File: config.mk
export PLATFORM = sky130hd
export DESIGN_NAME = arm_fetch
export DESIGN_NICKNAME = d
export VERILOG_FILES = /design/src/rtl/arm_fetch.sv
export SDC_FILE = /design/constraint.sdc
export NUM_CORES = 1
export LEC_CHECK = 0
export CORE_ASPECT_RATIO = 1.25
export CORE_MARGIN = 3
export CORE_UTILIZATION = 55
export DETAILED_ROUTE_END_ITERATION = 7
export GPL_ROUTABILITY_DRIVEN = 0
export PLACE_DENSITY = 0.86
export SYNTH_ARGS = -nofsm -noshare
export SYNTH_HDL_FRONTEND = slang
export SYNTH_SLANG_ARGS = --single-unit
export TNS_END_PERCENT = 20
File: constraint.sdc
create_clock -name clk -period 13.8 [get_ports clk]
set_clock_uncertainty 0.1 [all_clocks]
set_input_delay 2.76 -clock clk [delete_from_list [all_inputs] [get_ports clk]]
set_output_delay 2.76 -clock clk [all_outputs]
set_load 0.1 [all_outputs]
File: src/rtl/arm_fetch.sv
// Instruction fetch stage: one outstanding word read, PC-tagged prefetch FIFO, branch redirect with drain.
// Optional ARM_FETCH_ALIGN_CHECK_EN adds a one-cycle align_fault pulse for misaligned branch targets.
module arm_fetch #(
  parameter logic [31:0] RESET_PC = 32'h0000_0000,
  parameter int          DEPTH    = 2
) (
  input  logic                     clk,
  input  logic                     rst,
  output logic                     mem_req,
  output logic [31:0]              mem_addr,
  input  logic                     mem_ack,
  input  logic [31:0]              mem_rdata,
  input  logic                     branch_valid,
  input  logic [31:0]              branch_target,
  input  logic                     stall,
  output logic                     instr_valid,
  output logic [31:0]              instruction,
  output logic [31:0]              instr_pc,
  output logic [$clog2(DEPTH):0]   buf_count
`ifdef ARM_FETCH_ALIGN_CHECK_EN
  ,
  output logic                     align_fault
`endif
);

  localparam int PW = $clog2(DEPTH);
  localparam int CW = PW + 1;
  localparam logic [CW-1:0] DEPTH_C = CW'(DEPTH);

  localparam logic [0:0] S_FETCH = 1'b0;
  localparam logic [0:0] S_DRAIN = 1'b1;

  logic [0:0]    state;
  logic [31:0]   fetch_pc;
  logic [31:0]   fifo_dat [DEPTH];
  logic [31:0]   fifo_pc  [DEPTH];
  logic [PW-1:0] rd_ptr;
  logic [PW-1:0] wr_ptr;
  logic [CW-1:0] count;

  logic          ack;
  logic          push;
  logic          pop;
  logic          issue;
  logic [31:0]   branch_pc;

  assign ack       = mem_req && mem_ack;
  assign push      = ack && (state == S_FETCH) && !branch_valid;
  assign pop       = instr_valid && !stall && !branch_valid;
  assign branch_pc = branch_target & 32'hFFFF_FFFC;
  // Outstanding request is mem_req itself, so "count < DEPTH" with !mem_req covers count+outstanding.
  assign issue     = (state == S_FETCH) && !mem_req && !branch_valid && (count < DEPTH_C);

  always_ff @(posedge clk) begin
    if (rst) begin
      state    <= S_FETCH;
      fetch_pc <= RESET_PC & 32'hFFFF_FFFC;
      mem_req  <= 1'b0;
      mem_addr <= 32'h0;
      rd_ptr   <= '0;
      wr_ptr   <= '0;
      count    <= '0;
    end else begin
      if (issue) begin
        mem_req  <= 1'b1;
        mem_addr <= fetch_pc;
      end else if (ack) begin
        mem_req  <= 1'b0;
      end

      case (state)
        S_FETCH: if (branch_valid && mem_req && !mem_ack) state <= S_DRAIN;
        S_DRAIN: if (mem_ack) state <= S_FETCH;
        default: state <= S_FETCH;
      endcase

      if (branch_valid)
        fetch_pc <= branch_pc;
      else if (push)
        fetch_pc <= fetch_pc + 32'd4;

      if (branch_valid) begin
        rd_ptr <= '0;
        wr_ptr <= '0;
        count  <= '0;
      end else begin
        if (push) wr_ptr <= wr_ptr + PW'(1);
        if (pop)  rd_ptr <= rd_ptr + PW'(1);
        case ({push, pop})
          2'b10:   count <= count + CW'(1);
          2'b01:   count <= count - CW'(1);
          default: count <= count;
        endcase
      end
    end
  end

  always_ff @(posedge clk) begin
    if (push) begin
      fifo_dat[wr_ptr] <= mem_rdata;
      fifo_pc[wr_ptr]  <= mem_addr;
    end
  end

`ifdef ARM_FETCH_ALIGN_CHECK_EN
  always_ff @(posedge clk) begin
    if (rst) align_fault <= 1'b0;
    else     align_fault <= branch_valid && (branch_target[1:0] != 2'b00);
  end
`endif

  assign instr_valid = (count != '0);
  assign instruction = instr_valid ? fifo_dat[rd_ptr] : 32'h0;
  assign instr_pc    = instr_valid ? fifo_pc[rd_ptr]  : 32'h0;
  assign buf_count   = count;

endmodule

Yosys cells after proc, flatten, opt, wreduce, memory -nomap -nowiden --
Memory sizes are Yosys's and may differ from the RTL's. A register that Yosys moved wholly into a read port is not among the register bits. Cells that the tools add are included.
Storage, ports and cells: bits in registers 70, bits in writable memories 128, bits of input ports 69, output and inout bits 100, logic and storage cells 54, memories kept 2
Memory list:
- fifo_dat | depth 2, bits a word 32, read ports 1, clocked after Yosys merged registers in 1, write ports 1, line 35 | logic [31:0] fifo_dat [DEPTH];
- fifo_pc | depth 2, bits a word 32, read ports 1, clocked after Yosys merged registers in 1, write ports 1, line 36 | logic [31:0] fifo_pc [DEPTH];
Operators by class: $add $sub $neg 5, magnitude comparators 1, eq/ne operators 2, multiplexer cells 16, bitwise gates (word level) 1, reductions and logical operators 19
Operators by type and width (number):
- two-way mux 32 bit | 4
- adder 32 x 3 -> 32 bit, second input constant | 1
- logical AND 1 bit | 10
- two-way mux 1 bit | 10
- nonzero test 2 bit | 4
- zero test 1 bit | 4
- one-hot mux 2 bit (2 select lines) | 1
- adder 1 bit, second input constant | 2
- adder 2 x 1 -> 2 bit, second input constant | 1
- equality test 2 x 1 -> 1 bit, second input constant | 1
- equality test 2 bit, second input constant | 1
- less-than comparator 2 bit, second input constant | 1
- one-hot mux 1 bit (2 select lines) | 1
- OR reduction 2 bit | 1
- subtractor 2 x 1 -> 2 bit, second input constant | 1
- inverter 1 bit | 1

Logic depth before layout (Yosys ltp) --
Gate-level depths: netlist of run 1.
depth after elaboration 5, gate-level depth with buffers 9, depth with buffers taken out 8

Least setup slack after synthesis of run 1 --
No wires, ideal clock.
kind input-to-reg, start point input port mem_ack, end point memory fifo_dat[0][0] (enable), setup time 482 ps, arrival 5946 ps, required time 13218 ps, setup slack 7272 ps, stages on the path 5, buffers on the path 1, cells stage by stage nand3b_1 > clkbuf_1 > nor2_1 > inv_1 > nor2_1
Between the ends: cells in the longest elaborated chain, start to end 5
RTL lines:
- start: declaration | line 11 | input logic mem_ack,
- logical AND 1 bit | line 47 | assign ack = mem_req && mem_ack;
- logical AND 1 bit (2 in a row) | line 48 | assign push = ack && (state == S_FETCH) && !branch_valid;
- two-way mux 1 bit | line 99 | if (push) begin
- two-way mux 1 bit (implied by the code) | line 100 | fifo_dat[wr_ptr] <= mem_rdata;
- end: declaration | line 35
Every way passes these cells.

==> results of run 1 <==
[how the worst min path moves through the flow]
stage                            start        endpoint  cells after the start
final                      mem_addr[8]     mem_addr[8]                      2
after global routing      mem_addr[26]  fifo_pc[0][26]                      0
after CTS                 fetch_pc[31]    mem_addr[31]                      2
after detailed placement  fetch_pc[31]    mem_addr[31]                      2
after global placement    mem_addr[20]  fifo_pc[0][20]                      0
after floorplan           fetch_pc[31]    mem_addr[31]                      2
[state kept, by name, summed over array words and instances (netlist names), named ones only]
register / count
mem_addr: 30
fifo_dat: 64
fetch_pc: 30
rd_ptr: 1
wr_ptr: 1
state: 1
fifo_pc: 60
buf_count: 2
mem_req: 1
[critical path: cells and delay by family (launching register included)]
| kind | cells | cell delay (ns) |
|---|---|---|
| buffers and inverters | 1 | 1.17 |
| and+or+nand+nor | 1 | 0.15 |
| DFF | 1 | 1.00 |
| muxes | 1 | 0.20 |
[cell families (layout without fill, tap and decap cells)]
logic type	after synthesis	after routing	share of synthesized area [%]
adders and majority gates	2	2	0.322
and+or+nand+nor	245	245	14.8
buffers and inverters	58	212	3.10
AOI/OAI and AO/OA	82	82	6.93
DFF	191	191	65.3
muxes	62	62	8.00
xor gates and xnor gates	14	14	1.58
other	1	4	0.0483
[layout by cell type, fill, tap and decap left out, drive strengths merged, types with 2 or more instances in the layout]
cell type	Yosys	final
nor2	90	90
clkbuf	32	19
or4	10	10
buf	15	8
clkinv	0	4
a311oi	11	11
inv	11	20
a2111oi	4	4
xnor2	11	11
xor2	3	3
and3	4	4
o31ai	7	7
nand2	79	79
mux2i	62	62
and4	7	7
nor4b	2	2
conb	1	4
nand4	7	7
a21oi	35	35
a21boi	2	2
nor3b	2	2
clkdlybuf4s50	0	161
a211oi	13	13
dfxtp	67	67
edfxtp	124	124
nor4	9	9
nor3	16	16
o21ai	5	5
nand3	11	11
a221o	2	2
or3	3	3
ha	2	2
[per-layer routing]
layer	global-route usage, %	wire length, microns
met5	0	0
met4	7.91	397
met2	38.4	9010
met1	27.3	6940
met3	4.76	905
[power breakdown]
| part | internal (mW) | switching, mW |
|---|---|---|
| Combinational | 0.0387 | 0.0812 |
| Clock | 0.243 | 0.216 |
| Sequential | 0.622 | 0.0146 |
[layout make-up]
cell class / instances / area, sq um / area share [%]
multi-input combinational: 409 / 2490 / 24.8
clock buffer: 19 / 443 / 4.41
clock inverter: 13 / 118 / 1.17
tap: 171 / 214 / 2.13
inverter: 11 / 41.3 / 0.411
sequential: 191 / 5070 / 50.5
timing repair buffer: 169 / 1670 / 16.6
[per-stage QoR]
stage          util, %  instances  hold slack, ns  power [mW]
2_1_floorplan        -        658           0.346       0.726
3_3_place_gp      70.1        951           0.365       0.765
3_5_place_dp      70.1        951           0.373       0.768
4_1_cts           74.2        983           0.390        1.22
5_1_grt           74.2        983           0.413        1.26
6_report          74.2        983           0.391        1.22
==> reports/metrics.cfg, run 1 <==
[floorplanning]
fp.dieW_microns = 112
initial_core_util_pct = 57.4
rows = 47
io_pins = 169
dieArea_sq_um = 15600
core-area_sq_um = 13500
die_h_microns = 139

[route]
wl_per_cell_microns = 17.6
drtPass1Iterations = 6
wirelength_microns = 17300
ant_nets = 0
drc = 0
first_iter_violations = 395
via_per_inst = 5.69
num_vias = 5594

[clocking]
htreeDepth = 4
cts.path.max_buffers = 2
path_clk_slew_ns = 0.07
clk_latency_ns = 0.42
cts_hold_buf = 0
post-cts-setup-buffers = 0
cts_tree = yes
cts_resized = 0
numClockSinks = 191
cts_root_buffer = clkbuf_16
cts_inserted_buffers = 17

[synth]
synth_edf_count = 124
synth_top_flop_cell = edfxtp_1
netlist_area_sq_um = 7760
synth_warnings = 0
synth_most_common_cell = edfxtp_1
synth.top_cell.area_share_pct = 48.0
synthArstFlopShare_pct = 0
synth_area_leaders = edfxtp_1 (48%), dfxtp_1 (17%), mux2i_1 (8.0%)
synth_seq_cells = 191
syn_area_per_cell_sq_um = 11.8
synth.distinct_cells = 44
synth_cells = 655
synth_top_area_cell = edfxtp_1
synth_common_cells = edfxtp_1 (124), nor2_1 (90), nand2_1 (78)
yosysSeqAreaShare_pct = 65.3

[cells_and_area]
diodes = 0
area_delta_synth_final_pct = 29.4
fillers = 923
final_area_sq_um = 10000
num-nets-final = 870
drive_gt1_share_pct = 6.16

[sta]
slew_headroom_pct = 22.6
fin_ws_ns = 7.88
rsz0062_at_grt = no
setup_viol = 0
period_share_pct = 42.9
period_needed_ns = 5.92
report.final.slew_viol_count = 0
hold_violations = 0
worstMarginPinSlew_ns = 1.16
setup-tns-final_ns = 0
fmax_mhz = 169

[flow_run]
maxCapViolations = 0

[critical_path]
r2r_slack_ns = 11.28
cp.required_ns = 10.94
cp_max_fo = 62
cpPeakStageDelay_ns = 1.17
worst_path_max_delay_cell = clkdlybuf4s50_1
cp-end-kind = output port
rr_worst_depth = 5
critPathKind = flip-flop to output port
arrival_ns = 3.06
reg2reg_to = fifo_pc[0][24]
r2r_start = mem_req
path_cells = mux2i_1 > nor2_1 > clkdlybuf4s50_1
cp-start-kind = flip-flop
cp-endpoint = instruction[30]

[run_status]
status = completed

[grt]
grt_overflow = 0
grt_pass1_wl_microns = 27800
grt_pass1_vias = 5445
grt_usage_pct = 22.2
grt_start_max_net_pins = 68
antenna_found_initial = 0

[min_path]
min_path_type = flip-flop to flip-flop

[placed_design]
dpl.hpwl_microns = 11500
io_buffers = 162
dpl-instance-area_sq_um = 9480
post-place-ws_ns = 8.29

[pwr]
leakage_nw = 3.17
powerDensity_nw_per_um2 = 121
ir_drop_mv = 0.0718

(Power assumes the default switching activity.)
==> inputs of run 2 (changes only) <==
Settings changed: CORE_UTILIZATION 55 to 51, PLACE_DENSITY 0.86 to 0.8.
Clock period 13.8 ns to 6 ns, I/O delays scaled along.
==> run 2 against run 1 <==
Via count is 0.20% lower. Non-clock buffer count is 1 higher. Critical path depth stayed put. Hold slack worse by 0.0048 ns. Global-route usage is 1.5 points lower. Sequential cell count stayed put. Sequential share of layout area is 0.49 points lower. Critical endpoint is now instr_pc[27]. Utilization is 5.0 points lower. Combinational power is 130% higher. Die area is 7.5% higher. Highest routed layer unchanged. Total power is 140% higher. Sequential power is 130% higher.
==> reports/metrics.cfg, run 2 (same netlist as run 1, synthesis figures left out) <==
[critical_path]
critPathKind = flip-flop to output port
cp-start-kind = flip-flop
worst_path_max_delay_cell = clkdlybuf4s50_1
rr_worst_depth = 5  ; unchanged
cp-end-kind = output port
cp.required_ns = 4.70  ; -6.24 ns
arrival_ns = 3.08  ; +0.02 ns
cpPeakStageDelay_ns = 1.16  ; about the same
path_depth = 3  ; unchanged
cp_top_family = buffers and inverters
path_cells = mux2i_1 > nor2_1 > clkdlybuf4s50_1
critPathBufInv = 1  ; unchanged
cp_max_fo = 62  ; unchanged

[cells_and_area]
largest_reg_flops = 64  ; unchanged
diodes = 0  ; unchanged
reg_top3 = fifo_dat (64), fifo_pc (60)
fillers = 1051  ; +14%
regMostFlops = fifo_dat
num-nets-final = 871  ; +0.11%
mostFrequentLayoutCells = clkdlybuf4s50_1 (161), edfxtp_1 (124), nor2_1 (88)
final_common_cell = clkdlybuf4s50_1
area_delta_synth_final_pct = 30.7
fin_cells = 991  ; +0.81%
drive_gt1_share_pct = 6.15  ; -0.0076 points

[sta]
period_share_pct = 73.1
period_needed_ns = 4.38
report.final.slew_viol_count = 0  ; unchanged
setup_viol = 0  ; unchanged
rsz0062_at_grt = no
slew_headroom_pct = 22.4  ; -0.26 points
fmax_mhz = 228
worstMarginPinSlew_ns = 1.16  ; +0.00110 ns
setup-tns-final_ns = 0  ; unchanged
fin_ws_ns = 1.62  ; -6.27 ns
hold_violations = 0  ; unchanged

[flow_run]
maxCapViolations = 0  ; unchanged

[clocking]
path_clk_slew_ns = 0.06  ; about the same
cts_resized = 0  ; unchanged
cts_root_buffer = clkbuf_16
cts_tree = yes
post-cts-setup-buffers = 0  ; unchanged
cts.path.max_buffers = 2  ; unchanged
cts_inserted_buffers = 17  ; unchanged
cts_hold_buf = 0  ; unchanged
clk_latency_ns = 0.42  ; about the same
numClockSinks = 191  ; unchanged
htreeDepth = 4  ; unchanged

[floorplanning]
rows = 49  ; +4.3%
fp.dieW_microns = 116  ; +3.6%
io_pins = 169  ; unchanged
die_h_microns = 144  ; +3.7%
core-area_sq_um = 14700  ; +8.3%
initial_core_util_pct = 53.0  ; -4.4 points
dieArea_sq_um = 16700  ; +7.5%

[grt]
antenna_found_initial = 0  ; unchanged
grt_pass1_vias = 5367  ; -1.4%
gr-usage-met2_pct = 35.3  ; -3.1 points
busiest_layer = met2
grt_overflow = 0  ; unchanged
grt_usage_pct = 20.6  ; -1.5 points
met1_usage_pct = 24.7  ; -2.5 points
grt_pass1_wl_microns = 26900  ; -3.3%
grt_use_met3_pct = 4.47  ; -0.29 points
grt_start_max_net_pins = 68  ; unchanged

[route]
via_per_inst = 5.63  ; -1.0%
drc = 0  ; unchanged
first_iter_violations = 334  ; -15%
wl_per_cell_microns = 17.3  ; -1.7%
wirelength_microns = 17100  ; -0.91%
drtPass1Iterations = 5  ; -1
num_vias = 5583  ; -0.20%
ant_nets = 0  ; unchanged

[placed_design]
post-place-ws_ns = 1.71  ; -6.57 ns
dp_cells = 959  ; +0.84%
io_buffers = 162  ; unchanged
dpl.hpwl_microns = 11600  ; +0.96%

[run_status]
status = completed

[pwr]
powerDensity_nw_per_um2 = 290  ; +140%
ir_drop_mv = 0.138  ; +92%
leakage_nw = 3.20  ; +1.0%

[min_path]
min_path_type = flip-flop to flip-flop
hold_depth = 2  ; unchanged

==> run 2: final timing paths <==
check	from	to	slack (ns)
max	flip-flop	instr_pc[27]	1.62
min	fetch_pc[30]	mem_addr[30]	0.39
max reg2reg	mem_req	fifo_dat[0][16]	3.05
min reg2reg	fetch_pc[30]	mem_addr[30]	0.39
==> run 2: per-stage QoR <==
step | power [mW] | util (%) | hold slack, ns | cell area (sq um)
6_report | 2.95 | 69.2 | 0.387 | 10100
5_1_grt | 3.03 | 69.2 | 0.408 | 10100
4_1_cts | 2.97 | 69.2 | 0.389 | 10100
3_5_place_dp | 1.77 | 64.8 | 0.380 | 9500
3_3_place_gp | 1.76 | 64.8 | 0.363 | 9500
2_1_floorplan | 1.67 | - | 0.346 | 7770
==> run 2: worst min-delay path: stages, from the launching register on <==
cell	delay, ns
dfxtp_1	0.33
nand2_1	0.06
a21oi_1	0.05
==> run 2: area by class of cell <==
type | instances | area, sq um | share of cell area [%]
Sequential cell | 191 | 5070 | 50.0
Multi-Input combinational cell | 409 | 2490 | 24.5
Timing Repair Buffer | 170 | 1680 | 16.5
Tap cell | 178 | 223 | 2.20
Clock buffer | 18 | 429 | 4.23
Inverter | 11 | 41.3 | 0.407
Clock inverter | 14 | 214 | 2.11
==> run 2: power by group <==
group          switching, mW  internal [mW]
Sequential            0.0339           1.43
Clock                  0.467          0.740
Combinational          0.185         0.0892
==> run 2: metal layers <==
layer	vias to the layer above	share of wire [%]
met3	35	6.7
met1	2658	39
met5	-	0
met4	0	2.9
li1	2664	-
met2	226	51
